$ cat src/rtl/serializer_pkg.sv
// Shared types and defaults for the bit serializer.
// The serializer's optional one-cycle GAP between words is enabled by defining SERIALIZER_GAP_EN.
package serializer_pkg;

  localparam int unsigned DEFAULT_WIDTH = 8;

  typedef enum logic [1:0] {
    IDLE  = 2'd0,
    SHIFT = 2'd1,
    GAP   = 2'd2
  } ser_state_e;

endpackage

$ cat src/rtl/ser_bit_cnt.sv
// Bit position counter for the serializer.
// It saturates at WIDTH-1 and raises last_c while it holds that value.
module ser_bit_cnt #(
  parameter int unsigned WIDTH = 8
) (
  input  logic                       clk,
  input  logic                       rst,
  input  logic                       clr,
  input  logic                       en,
  output logic [$clog2(WIDTH)-1:0]   count,
  output logic                       last_c
);

  localparam int unsigned CW = $clog2(WIDTH);

  assign last_c = (count == CW'(WIDTH - 1));

  always_ff @(posedge clk) begin
    if (!rst) begin
      count <= '0;
    end else if (clr) begin
      count <= '0;
    end else if (en && !last_c) begin
      count <= count + CW'(1);
    end
  end

endmodule

$ cat src/rtl/bit_serializer.sv
// Parallel-to-serial converter feeding the downstream sequence detector's X input.
// Defining SERIALIZER_GAP_EN inserts one idle GAP cycle after every word.
module bit_serializer
  import serializer_pkg::*;
#(
  parameter int unsigned WIDTH     = DEFAULT_WIDTH,
  parameter int unsigned MSB_FIRST = 1
) (
  input  logic             clk,
  input  logic             rst,
  input  logic [WIDTH-1:0] din,
  input  logic             din_valid,
  output logic             din_ready,
  output logic             X,
  output logic             x_valid,
  output logic             busy
);

  localparam int unsigned CNT_W = $clog2(WIDTH);
`ifdef SERIALIZER_GAP_EN
  localparam bit GAP_EN = 1'b1;
`else
  localparam bit GAP_EN = 1'b0;
`endif

  ser_state_e       state_q, state_d;
  logic [WIDTH-1:0] sh_q, sh_d;
  logic             x_d, xv_d, busy_d, ready_d;
  logic             load, cnt_clr, cnt_en, last_c, accept_c;
  logic [CNT_W-1:0] cnt;

  // The bit currently on X always sits at the pick position of sh_q.
  function automatic logic [WIDTH-1:0] shift_word(input logic [WIDTH-1:0] w);
    return (MSB_FIRST != 0) ? (w << 1) : (w >> 1);
  endfunction

  function automatic logic pick_bit(input logic [WIDTH-1:0] w);
    return (MSB_FIRST != 0) ? w[WIDTH-1] : w[0];
  endfunction

  assign accept_c = din_valid && din_ready;

  ser_bit_cnt #(.WIDTH(WIDTH)) u_cnt (
    .clk    (clk),
    .rst    (rst),
    .clr    (cnt_clr),
    .en     (cnt_en),
    .count  (cnt),
    .last_c (last_c)
  );

  // State and output registers; reset has priority over any accept.
  always_ff @(posedge clk) begin
    if (!rst) begin
      state_q   <= IDLE;
      sh_q      <= '0;
      X         <= 1'b0;
      x_valid   <= 1'b0;
      busy      <= 1'b0;
      din_ready <= 1'b1;
    end else begin
      state_q   <= state_d;
      sh_q      <= sh_d;
      X         <= x_d;
      x_valid   <= xv_d;
      busy      <= busy_d;
      din_ready <= ready_d;
    end
  end

  // Next state and next registered outputs.
  always_comb begin
    state_d = state_q;
    sh_d    = sh_q;
    x_d     = 1'b0;
    xv_d    = 1'b0;
    busy_d  = 1'b0;
    ready_d = 1'b0;
    load    = 1'b0;
    cnt_clr = 1'b0;
    cnt_en  = 1'b0;

    case (state_q)
      IDLE: begin
        if (accept_c) begin
          load = 1'b1;
        end else begin
          ready_d = 1'b1;
        end
      end

      SHIFT: begin
        if (!last_c) begin
          cnt_en  = 1'b1;
          sh_d    = shift_word(sh_q);
          x_d     = pick_bit(sh_d);
          xv_d    = 1'b1;
          busy_d  = 1'b1;
          // Ready rises together with the final bit so a new word can stream in.
          ready_d = !GAP_EN && (cnt == CNT_W'(WIDTH - 2));
        end else if (GAP_EN) begin
          state_d = GAP;
          busy_d  = 1'b1;
          ready_d = 1'b1;
        end else if (accept_c) begin
          load = 1'b1;
        end else begin
          state_d = IDLE;
          ready_d = 1'b1;
        end
      end

      GAP: begin
        if (accept_c) begin
          load = 1'b1;
        end else begin
          state_d = IDLE;
          ready_d = 1'b1;
        end
      end

      default: begin
        state_d = IDLE;
        ready_d = 1'b1;
      end
    endcase

    if (load) begin
      state_d = SHIFT;
      sh_d    = din;
      x_d     = pick_bit(din);
      xv_d    = 1'b1;
      busy_d  = 1'b1;
      ready_d = 1'b0;
      cnt_clr = 1'b1;
    end
  end

endmodule

$ cat config.mk
export PLATFORM = sky130hd
export DESIGN_NAME = bit_serializer
export DESIGN_NICKNAME = d
export VERILOG_FILES = /design/src/rtl/serializer_pkg.sv /design/src/rtl/ser_bit_cnt.sv /design/src/rtl/bit_serializer.sv
export SDC_FILE = /design/constraint.sdc
export NUM_CORES = 1
export LEC_CHECK = 0
export BUFFER_PORTS_ARGS = -buffer_cell sky130_fd_sc_hd__buf_4
export CAP_MARGIN = 20
export CORE_AREA = 8 8 45 47
export CTS_CLUSTER_SIZE = 28
export DETAILED_ROUTE_END_ITERATION = 10
export DIE_AREA = 0 0 53 55
export GPL_TIMING_DRIVEN = 0
export HOLD_SLACK_MARGIN = 0.02
export PLACE_DENSITY = 0.71
export SYNTH_ARGS = -nofsm -noshare
export SYNTH_HDL_FRONTEND = slang
export SYNTH_SLANG_ARGS = --single-unit
$ cat constraint.sdc
create_clock -name clk -period 2.3 [get_ports clk]
set_clock_uncertainty 0.2 [all_clocks]
set_input_delay 0.345 -clock clk [delete_from_list [all_inputs] [get_ports clk]]
set_output_delay 0.345 -clock clk [all_outputs]
set_load 0.02 [all_outputs]
; Word-level counts from Yosys, hierarchy flattened
; Cells that the tools add are included.
[totals]
regBits = 15
wordCells = 50
[classes]
addsub = 1
n_eq_ne = 8
mux = 21
bitwise_logic = 2
reduce_logical = 11
[ops]
columns = cell, count
row1 = $mux W7, 3
row2 = $mux W1, 13
row3 = $eq A3 B3 Y1 const B, 2
row4 = $ne A2 B2 Y1 const B, 3
row5 = $pmux W2 S3, 1
row6 = $reduce_and A2 Y1, 3
row7 = $reduce_or A2 Y1, 3
row8 = $mux W2, 2
row9 = $pmux W1 S2, 2
row10 = $add A3 B1 Y3 const B, 1
row11 = $ne A3 B3 Y1 const B, 1
row12 = $eq A2 B1 Y1 const B, 1
row13 = $eq A2 B2 Y1 const B, 1
row14 = $logic_and A1 B1 Y1, 2
row15 = $logic_not A2 Y1, 1
row16 = $not A1 Y1, 2
row17 = $reduce_bool A2 Y1, 1
row18 = $logic_not A1 Y1, 1

; Depth between registers and ports, before layout
; Gate-level depths: netlist (run 1).
[depth]
depth_word = 6
ltp_mapped = 6
ltp_nobuf = 5

; Cells and area by module
; Synthesis (run 1) repeated with hierarchy kept, for this count alone.
[hier_totals]
hier_cells = 60
area_unflattened_um2 = 616.8
[by_module_without_submodules]
columns = module, n_inst, cells_each, area_per_inst_um2, seq_area_each_um2
row1 = bit_serializer, 1, 47, 471.7, 220.2
row2 = ser_bit_cnt, 1, 13, 145.1, 60.1

; Worst setup path before layout (run 1)
; No wires, ideal clock.
[synth_path]
kind = reg-to-reg
start = register u_cnt.count[0]
end = register u_cnt.count[1]
setup_ns = 0.115
arrival_time_ns = 1.237
path_slack_ns = 0.748
path_stages_with_launch = 7
period_less_slack_ns = 1.552
cell_sequence = dfxtp_1 > ha_1 > ha_1 > nand2b_4 > buf_6 > and3_1 > o21a_1
[synth_via]
elab_chain_len = 5
elab_cells_between_ends = 10
classes_between = add/sub (1) / eq/ne (1) / mux (5) / reduce/logical (3)
[synth_rtl]
columns = item, line
row1 = "start, declared", ser_bit_cnt.sv:10  ; output logic [$clog2(WIDTH)-1:0] count,
row2 = "start signal, assigned", ser_bit_cnt.sv:24  ; count <= count + CW'(1);
row3 = $eq A3 B3 Y1, ser_bit_cnt.sv:16  ; assign last_c = (count == CW'(WIDTH - 1));
row4 = $mux W1, bit_serializer.sv:93  ; if (!last_c) begin
row5 = $pmux W1 S2, bit_serializer.sv:83  ; case (state_q)
row6 = $mux W1, bit_serializer.sv:128  ; if (load) begin
row7 = $reduce_or A2 Y1 (no line), --
; Parallel ways exist; a longest one is shown, timed or not.
; A chain may end at the register's enable or synchronous reset.

; Worst setup path in the final report (run 1)
; Ends and elaborated chain as after synthesis.

==> results of run 1 <==
## Yosys cell counts
master     n  share of area, %
a21boi_1   3               3.6
a21boi_2   1               1.8
a21oi_1    7               5.6
and2b_1    1               1.2
and3_1     2               2.0
buf_2      1              0.80
buf_4      1               1.2
buf_6      2               3.6
clkbuf_1   1              0.60
dfxtp_1   14                45
ha_1       3               6.0
inv_1      1              0.60
mux2i_1    6               9.7
nand2_1    5               3.0
nand2_2    1               1.0
nand2b_4   1               2.2
nand3_1    3               2.4
nand4_1    1               1.0
nor2_1     2               1.2
o21a_1     2               2.4
o21ai_0    6               4.8
## final timing paths
kind,startpoint,end,slack (ps),depth (start not counted)
worst min register to register,sh_q[0]$_SDFFE_PN0P_,sh_q[0]$_SDFFE_PN0P_,260,2
worst min-delay path,rst,X$_SDFF_PN0_,120,2
worst max register to register,u_cnt.count[0]$_SDFFE_PP0P_,u_cnt.count[1]$_SDFFE_PP0P_,680,6
worst max-delay path,u_cnt.count[0]$_SDFFE_PP0P_,u_cnt.count[1]$_SDFFE_PP0P_,680,6
## worst register-to-register path, cell delays in order, from the launching register on
cell and delay, ps:
dfxtp_1 340, ha_1 200, ha_1 180, nand2b_4 150, buf_6 140, and3_1 160
o21a_1 160
## placed cells by master (no fill, tap or decap)
master / count
nand2b_4: 1
and2b_1: 1
a21oi_1: 7
inv_1: 1
a21boi_2: 1
buf_4: 15
clkbuf_4: 3
nand3_1: 3
ha_1: 3
nand2_2: 1
buf_2: 1
dfxtp_1: 14
o21ai_0: 6
a21boi_1: 3
nand2_1: 5
mux2i_1: 6
nor2_1: 2
nand4_1: 1
clkbuf_1: 1
and3_1: 2
buf_6: 2
o21a_1: 2
clkbuf_8: 1
## flip-flops by register name, indices dropped and copies added (netlist names)
register / count
sh_q: 7
u_cnt.count: 3
X: 1
busy: 1
din_ready: 1
state_q: 1
## kinds of logic after synthesis
family,after synthesis
DFF,14
adders and majority gates,3
buffers and inverters,6
and+or+nand+nor,16
muxes,6
AOI/OAI and AO/OA,19
## layer usage
metal	vias up	global-route usage, %	part of all wire [%]
li1	259	-	-
met1	215	10.2	46
met2	12	14.3	43
met3	5	2.41	5.7
met4	0	11.6	5.0
met5	-	0	0
## per-stage QoR
| step | setup WS [ps] | utilization, % | hold slack [ps] |
|---|---|---|---|
| final | 684 | 56.6 | 120 |
| after global routing | 612 | 56.6 | 135 |
| after CTS | 675 | 56.6 | 114 |
| after detailed placement | 693 | 54.0 | 248 |
| after global placement | 700 | 54.0 | 243 |
| after floorplan | 748 | - | 229 |
## area by class of cell
type,instances,area (sq um)
plain buffers,5,38.8
repair buffers,14,105
fillers,127,601
inverters,1,3.75
clock buffers,4,36.3
multi-input cells,44,299
flip-flops and latches,14,280
well taps,16,20.0
## where the power goes
part	internal, uW	switching, uW
clock	96.4	83.9
sequential	261	10.9
combinational	47.3	43.5
==> results.yml, run 1 <==
status:
  status: "completed"
finish:
  nets: 97
  n_antenna_cell: 0
  drive_gt1_share_pct: 30.5
  area_growth_pct: 26.0
  fin_area_sq_um: 783
  layoutNonFillerInstCount: 98
yosys:
  synth_top_family_by_area: "compound AO/OA/AOI/OAI gates"
  syn_area_sq_um: 622
  synth_seq_cells: 14
  ys_types: 21
  yosys_warnings: 0
  synth_fp_nets: 78
  synthAdderAreaFrac_pct: 6.04
  postSynthCellCount: 64
  seq_area_frac_synth_pct: 45.1
  synthSimpleGateAreaFrac_pct: 14.1
  syn_area_per_cell_sq_um: 9.72
  synth_compound_area_share_pct: 18.3
  synth-xor-area-share_pct: 0
  synth_mux_area_share_pct: 9.66
critical_path:
  cp_top_family: "adder cells"
  cpMaxStageDelayCell: "dfxtp_1"
  path_cells: "ha_1, ha_1, nand2b_4, buf_6, and3_1, o21a_1"
  path_buf_inv: 1
  endpoint_kind: "flip-flop"
  critPathMaxFanout: 10
  required_ps: 2290
  worstPathArrival_ps: 1600
  crit_path_start_kind: "flip-flop"
  criticalPathCategory: "reg2reg"
  cpMostUsedCell: "ha_1"
  max_stage_delay_ps: 340
global_routing:
  antenna_found_initial: 0
  grt_pass1_wl_microns: 1960
  grt-ovfl-total: 0
  grt_pass1_vias: 465
  grtUsageTotal_pct: 9.61
  grt_max_degree: 11
min_path:
  hp-class: "in2reg"
power_and_ir_drop:
  power_density_nw_per_um2: 694
  irDropWorstVdd_mv: 0.399
  finalPower_uw: 543
  leakagePower_uw: 0.000369
sta:
  max-slew-margin-rel_pct: 76.9
  rsz0062_at_grt: "no"
  hold_viol_final: 0
  fmax_ghz: 0.619
  drv_slew: 0
  finalSetupViolCount: 0
  worst_pin_slew_ps: 347
  min_period_ps: 1620
  tns_ps: 0
  fin_crit_sh_pct: 70.3
place:
  port_buffers: 14
  placed_cells: 94
  gp_congestion: 0.735
  dp_hpwl_microns: 883
  post_dp_cell_area_sq_um: 747
detailed_routing:
  final_antenna_net_count: 0
  routed_wl_microns: 1180
  drc_errors: 0
  wire_per_inst_microns: 12.0
  drt-vias-per-instance: 5.01
  drtPass1Iterations: 4
  drt-initial-drc-count: 10
  dr_total_vias: 491
clock_network:
  numCtsBuffers: 3
  holdBufCountCts: 0
  postCtsSetupBuffers: 0
  clkSinkCount: 14
  cts-root-buf: "clkbuf_4"
  insertion_delay_ps: 280
  cts_max_path_buffers: 2
  path_clk_slew_ps: 80
  cts-resized-gates: 0
  cts_max_level: 1
  cts_tree: "yes"
floorplanning:
  die_h_microns: 55
  start_util_pct: 44.9
  fp.dieW_microns: 53
  rows: 14
  io_pins: 15
  coreArea_sq_um: 1380
  die_area_sq_um: 2920
flow_run:
  cap_violations: 0
Power figures use the tool's default switching activity.
==> run 2: changes to the inputs <==
--- a/config.mk
+++ b/config.mk
@@ -5,15 +5,16 @@
 export SDC_FILE = /design/constraint.sdc
 export NUM_CORES = 1
 export LEC_CHECK = 0
+export ABC_AREA = 1
 export BUFFER_PORTS_ARGS = -buffer_cell sky130_fd_sc_hd__buf_4
 export CAP_MARGIN = 20
-export CORE_AREA = 8 8 45 47
+export CORE_MARGIN = 8
+export CORE_UTILIZATION = 49
 export CTS_CLUSTER_SIZE = 28
 export DETAILED_ROUTE_END_ITERATION = 10
-export DIE_AREA = 0 0 53 55
 export GPL_TIMING_DRIVEN = 0
 export HOLD_SLACK_MARGIN = 0.02
-export PLACE_DENSITY = 0.71
+export PLACE_DENSITY = 0.74
 export SYNTH_ARGS = -nofsm -noshare
 export SYNTH_HDL_FRONTEND = slang
 export SYNTH_SLANG_ARGS = --single-unit
==> constraint.sdc (replaced) <==
create_clock -name clk -period 1.7 [get_ports clk]
set_clock_uncertainty 0.2 [all_clocks]
set_input_delay 0.255 -clock clk [delete_from_list [all_inputs] [get_ports clk]]
set_output_delay 0.255 -clock clk [all_outputs]
set_load 0.02 [all_outputs]
==> results.yml, run 2 <==
status:
  status: "completed"
yosys:
  syn_area_per_cell_sq_um: 7.36
  yosys_warnings: 0
  seq_area_frac_synth_pct: 43.7
  synth.area.top_cells: "dfxtp_1 (44%), nand3_1 (16%), nand2_1 (13%)"
  syn_area_sq_um: 641
  synth_top_family_by_area: "simple AND/OR/NAND/NOR gates"
  ys_types: 13
  async_flop_share_pct: 0
  synth_fp_nets: 101
  synth_top_area_cell: "dfxtp_1"
  netlist.area_leader.share_pct: 43.7
  synth_seq_cells: 14
  synthSimpleGateAreaFrac_pct: 33.0
  yosysMostFrequentCell: "nand2_1"
  synth_top_flop_cell: "dfxtp_1"
  synthAdderAreaFrac_pct: 5.86
  synth_mux_area_share_pct: 0
  synthTopCellsByCount: "nand2_1 (23), nand3_1 (20), dfxtp_1 (14)"
  synth-xor-area-share_pct: 0
  synth_edf_count: 0
  postSynthCellCount: 87
  synth_compound_area_share_pct: 5.47
critical_path:
  worstPathArrival_ps: 1540
  timing.rr.start: "u_cnt.count[0]$_SDFFE_PP0P_"
  path_cells: "ha_1, ha_2, inv_1, nand2_2, clkbuf_4, nand3_1, nand3_1, nand2_1, inv_1"
  max_stage_delay_ps: 330
  cpMaxStageDelayCell: "dfxtp_2"
  endpoint_kind: "flip-flop"
  crit_path_start_kind: "flip-flop"
  rrSetupSlack_ps: 140
  criticalPathCategory: "reg2reg"
  critPathMaxFanout: 10
  required_ps: 1680
  reg2reg_to: "sh_q[4]$_SDFFE_PN0P_"
  ff2ff_path_depth: 9
floorplanning:
  die_h_microns: 52.2
  coreArea_sq_um: 1250
  fp.dieW_microns: 52.2
  io_pins: 15
  start_util_pct: 51.1
  rows: 13
  die_area_sq_um: 2720
clock_network:
  cts_tree: "yes"
  cts_max_path_buffers: 2
  clkSinkCount: 14
  path_clk_slew_ps: 80
  postCtsSetupBuffers: 0
  holdBufCountCts: 0
  cts_max_level: 1
  numCtsBuffers: 3
  insertion_delay_ps: 270
  cts-root-buf: "clkbuf_4"
sta:
  holdWs_ps: 35.2
  rsz0062_at_grt: "no"
  fin_crit_sh_pct: 91.9
  finalSetupViolCount: 0
  max-slew-margin-rel_pct: 83.1
  worst_pin_slew_ps: 254
  tns_ps: 0
  hold_viol_final: 0
  drv_slew: 0
  min_period_ps: 1560
  fmax_ghz: 0.640
global_routing:
  grt-ovfl-total: 0
  antenna_found_initial: 0
  grt_max_degree: 11
  grt_pass1_wl_microns: 2230
  grt_pass1_vias: 532
  grtUsageTotal_pct: 10.2
detailed_routing:
  dr_total_vias: 594
  final_antenna_net_count: 0
  routed_wl_microns: 1340
  drt-vias-per-instance: 5.03
  wire_per_inst_microns: 11.4
  drtPass1Iterations: 4
  drc_errors: 0
  drt-initial-drc-count: 18
finish:
  reg.largest.list: "sh_q x7, u_cnt.count x3"
  drive_gt1_share_pct: 26.2
  area_growth_pct: 23.6
  final_common_cell: "nand2_1"
  mostFrequentLayoutCells: "nand2_1 (23), nand3_1 (20), buf_4 (15)"
  largest_register: "sh_q"
  nets: 119
  layoutNonFillerInstCount: 118
  finish.utilization_pct: 63.2
  largest_reg_flops: 7
  n_antenna_cell: 0
place:
  dp_hpwl_microns: 941
  port_buffers: 13
  placed_cells: 115
  gp_congestion: 0.705
power_and_ir_drop:
  finalPower_uw: 664
  power_density_nw_per_um2: 838
  leakagePower_uw: 0.000406
  irDropWorstVdd_mv: 0.438
min_path:
  hold_start: "rst"
  hold_end: "sh_q[5]$_SDFFE_PN0P_"
  holdPathStages: 3
  hp-class: "in2reg"
flow_run:
  cap_violations: 0
[run 2: layer usage]
layer	up-vias	share of wire, %	track usage, %
li1	309	-	-
met4	0	0.74	2.59
met1	268	47	12.6
met2	15	46	16.4
met3	2	6.8	3.42
met5	-	0	0
[run 2: worst max-delay path: cells and delay by family, from the launching register on]
family	cells	cell delay, ps
and+or+nand+nor	4	260
buffers and inverters	3	280
adders and majority gates	2	390
DFF	1	330
[run 2: how the worst max path moves through the flow]
stage                                     start              endpoint  slack, ps
floorplan           u_cnt.count[0]$_SDFFE_PP0P_  sh_q[2]$_SDFFE_PN0P_        230
detailed placement  u_cnt.count[0]$_SDFFE_PP0P_          X$_SDFF_PN0_         80
finish              u_cnt.count[0]$_SDFFE_PP0P_  sh_q[4]$_SDFFE_PN0P_        140
CTS                 u_cnt.count[0]$_SDFFE_PP0P_  sh_q[1]$_SDFFE_PN0P_         60
global route        u_cnt.count[0]$_SDFFE_PP0P_          X$_SDFF_PN0_         10
global placement    u_cnt.count[0]$_SDFFE_PP0P_  sh_q[1]$_SDFFE_PN0P_        110
[run 2: repair_timing]
| action | 4_1_cts | 5_1_grt |
|---|---|---|
| resized for setup | 0 | 5 |
| endpoints found under the hold margin | 0 | 0 |
| endpoints found under the setup margin | 0 | 8 |
[run 2: kinds of logic (layout without fill, tap and decap cells)]
| logic type | count (synthesis) | in the layout |
|---|---|---|
| AND/OR/NAND/NOR | 47 | 47 |
| buffers and inverters | 16 | 32 |
| flip-flops | 14 | 14 |
| AO/OA/AOI/OAI | 7 | 7 |
| adder cells (fa/ha/maj) | 3 | 3 |
[run 2: power breakdown]
part / leakage [uW] / switching, uW / internal [uW] / total, uW
sequential: 0.000116 / 10.5 / 349 / 359
combinational: 0.000276 / 69.5 / 54.0 / 123
clock: 0.0000138 / 99.2 / 81.8 / 181
total: 0.000406 / 179 / 484 / 664
[run 2: through the flow]
stage	area [sq um]	setup WS, ps
6_report	792	138
4_1_cts	779	61.1
3_5_place_dp	757	83.7
3_3_place_gp	757	106
2_1_floorplan	641	227
5_1_grt	792	14.3
[run 2: final cells by class]
class | instances | area [sq um]
Buffer | 4 | 33.8
Clock buffer | 3 | 22.5
Fill cell | 108 | 460
Inverter | 12 | 45.0
Multi-Input combinational cell | 57 | 292
Sequential cell | 14 | 283
Tap cell | 15 | 18.8
Timing Repair Buffer | 13 | 97.6
==> run 3: changes to the inputs <==
--- a/config.mk
+++ b/config.mk
@@ -15,6 +15,7 @@
 export GPL_TIMING_DRIVEN = 0
 export HOLD_SLACK_MARGIN = 0.02
 export PLACE_DENSITY = 0.74
+export REMOVE_ABC_BUFFERS = 1
 export SYNTH_ARGS = -nofsm -noshare
 export SYNTH_HDL_FRONTEND = slang
 export SYNTH_SLANG_ARGS = --single-unit
==> results.yml, run 3 (same netlist as run 2, synthesis figures left out) <==
critical_path:
  worstPathArrival_ps: 1580
  path_cells: "ha_1, ha_2, inv_1, nand2_4, nand2_1, inv_1, nand2_1, a21oi_1"
  required_ps: 1710
  cp_top_family: "flip-flops"
  max_stage_delay_ps: 360
  cpMaxStageDelayCell: "dfxtp_1"
  endpoint_kind: "flip-flop"
  criticalPathCategory: "reg2reg"
  critPathMaxFanout: 20
  crit_path_start_kind: "flip-flop"
  path_buf_inv: 2
power_and_ir_drop:
  p_switching_uw: 188
  leakagePower_uw: 0.000402
  switching_share_pct: 26.3
  finalPower_uw: 714
  clkPwrFrac_pct: 33.8
  sequentialPowerShare_pct: 50.3
  p_comb_share_pct: 15.9
  internal-power_uw: 526
  power_density_nw_per_um2: 902
  irDropWorstVdd_mv: 0.453
finish:
  area_growth_pct: 23.6
  largest_register: "sh_q"
  largest_reg_flops: 7
  reg.largest.list: "sh_q x7, u_cnt.count x3"
  n_antenna_cell: 0
  final_common_cell: "nand2_1"
  mostFrequentLayoutCells: "nand2_1 (23), nand3_1 (20), dfxtp_1 (14), buf_4 (14), inv_1 (11)"
  finish.utilization_pct: 63.2
  fillerInstances: 130
  nets: 117
  fin_area_sq_um: 792
  drive_gt1_share_pct: 22.5
status:
  status: "completed"
sta:
  fin_crit_sh_pct: 92.6
  rsz0062_at_grt: "no"
  drv_slew: 0
  worst_pin_slew_ps: 234
  layout_setup_ws_ps: 127
  fmax_ghz: 0.636
  max-slew-margin-rel_pct: 84.3
  finalSetupViolCount: 0
  tns_ps: 0
  min_period_ps: 1570
  hold_viol_final: 0
floorplanning:
  io_pins: 15
  coreArea_sq_um: 1250
  fp.dieW_microns: 52.2
  die_area_sq_um: 2720
  start_util_pct: 51.1
  die_h_microns: 52.2
  rows: 13
global_routing:
  grt_max_degree: 21
  grt.busiest_layer: "met2"
  gr-usage-met2_pct: 13.4
  grt_pass1_wl_microns: 1960
  grt-ovfl-total: 0
  grt_pass1_vias: 488
  grtUsageTotal_pct: 9.62
  grt_use_met1_pct: 11.2
  antenna_found_initial: 0
  use_met3_pct: 4.84
clock_network:
  cts_max_level: 1
  postCtsSetupBuffers: 0
  cts_tree: "yes"
  insertion_delay_ps: 280
  path_clk_slew_ps: 90
  cts_max_path_buffers: 2
  cts-root-buf: "clkbuf_4"
  clkSinkCount: 14
  numCtsBuffers: 3
place:
  port_buffers: 14
  gp_congestion: 0.714
  dp_hpwl_microns: 922
  post_dp_cell_area_sq_um: 733
  place_ws_ps: 36.5
detailed_routing:
  drtPass1Iterations: 4
  drt-vias-per-instance: 4.84
  final_antenna_net_count: 0
  routed_wl_microns: 1260
  drt-initial-drc-count: 19
  drc_errors: 0
  wire_per_inst_microns: 10.8
  dr_total_vias: 566
min_path:
  hp-class: "in2reg"
flow_run:
  cap_violations: 0
-- run 3: changes by cell type in the layout (fill, tap and decap cells not counted), sizes merged --
cell	delta
buf	-2
dlygate4sd3	+1
-- run 3: worst paths after layout --
check / startpoint / endpoint / slack (ps) / cells past startpoint
setup / recovery: u_cnt.count[1]$_SDFFE_PP0P_ / X$_SDFF_PN0_ / 130 / 8
hold / removal: din[0] / sh_q[0]$_SDFFE_PN0P_ / 30 / 3
setup reg to reg: u_cnt.count[1]$_SDFFE_PP0P_ / X$_SDFF_PN0_ / 130 / 8
hold reg to reg: sh_q[6]$_SDFFE_PN0P_ / X$_SDFF_PN0_ / 280 / 2
-- run 3: power by group through the flow --
stage	combinational (uW)	clock [uW]	sequential, uW
floorplan	57.2	0	374
global placement	110	0	366
detailed placement	111	0	367
CTS	113	248	359
global route	127	260	362
finish	114	241	359
-- run 3: metrics by stage --
step / hold WS [ps] / cells
2_1_floorplan: 153 / 83
3_5_place_dp: 272 / 112
5_1_grt: 36.0 / 117
4_1_cts: 29.8 / 117
6_report: 31.9 / 117
3_3_place_gp: 257 / 112
-- run 3: layout make-up --
cell class	instances	area, sq um	share of cell area [%]
Multi-Input combinational cell	57	297	37.4
Inverter	12	45.0	5.69
Tap cell	15	18.8	2.37
Clock buffer	4	36.3	4.58
Timing Repair Buffer	15	115	14.5
Sequential cell	14	280	35.4
-- run 3: tightest hold or removal path, stage by stage --
cell,delay [ps]
buf_4,110
nand2_1,50
a21oi_1,50
-- run 3: per-layer routing --
layer | up-vias | wire length [microns] | share of wire, %
li1 | 304 | - | -
met5 | - | 0 | 0
met2 | 12 | 561 | 45
met3 | 2 | 110 | 8.7
met1 | 248 | 576 | 46
met4 | 0 | 12 | 0.95
-- run 3: what timing repair did --
action | 4_1_cts | 5_1_grt
gates resized for setup | 0 | 3
endpoints found under the setup margin | 0 | 12
hold buffers | 1 | 0
hold endpoints to repair | 2 | 0
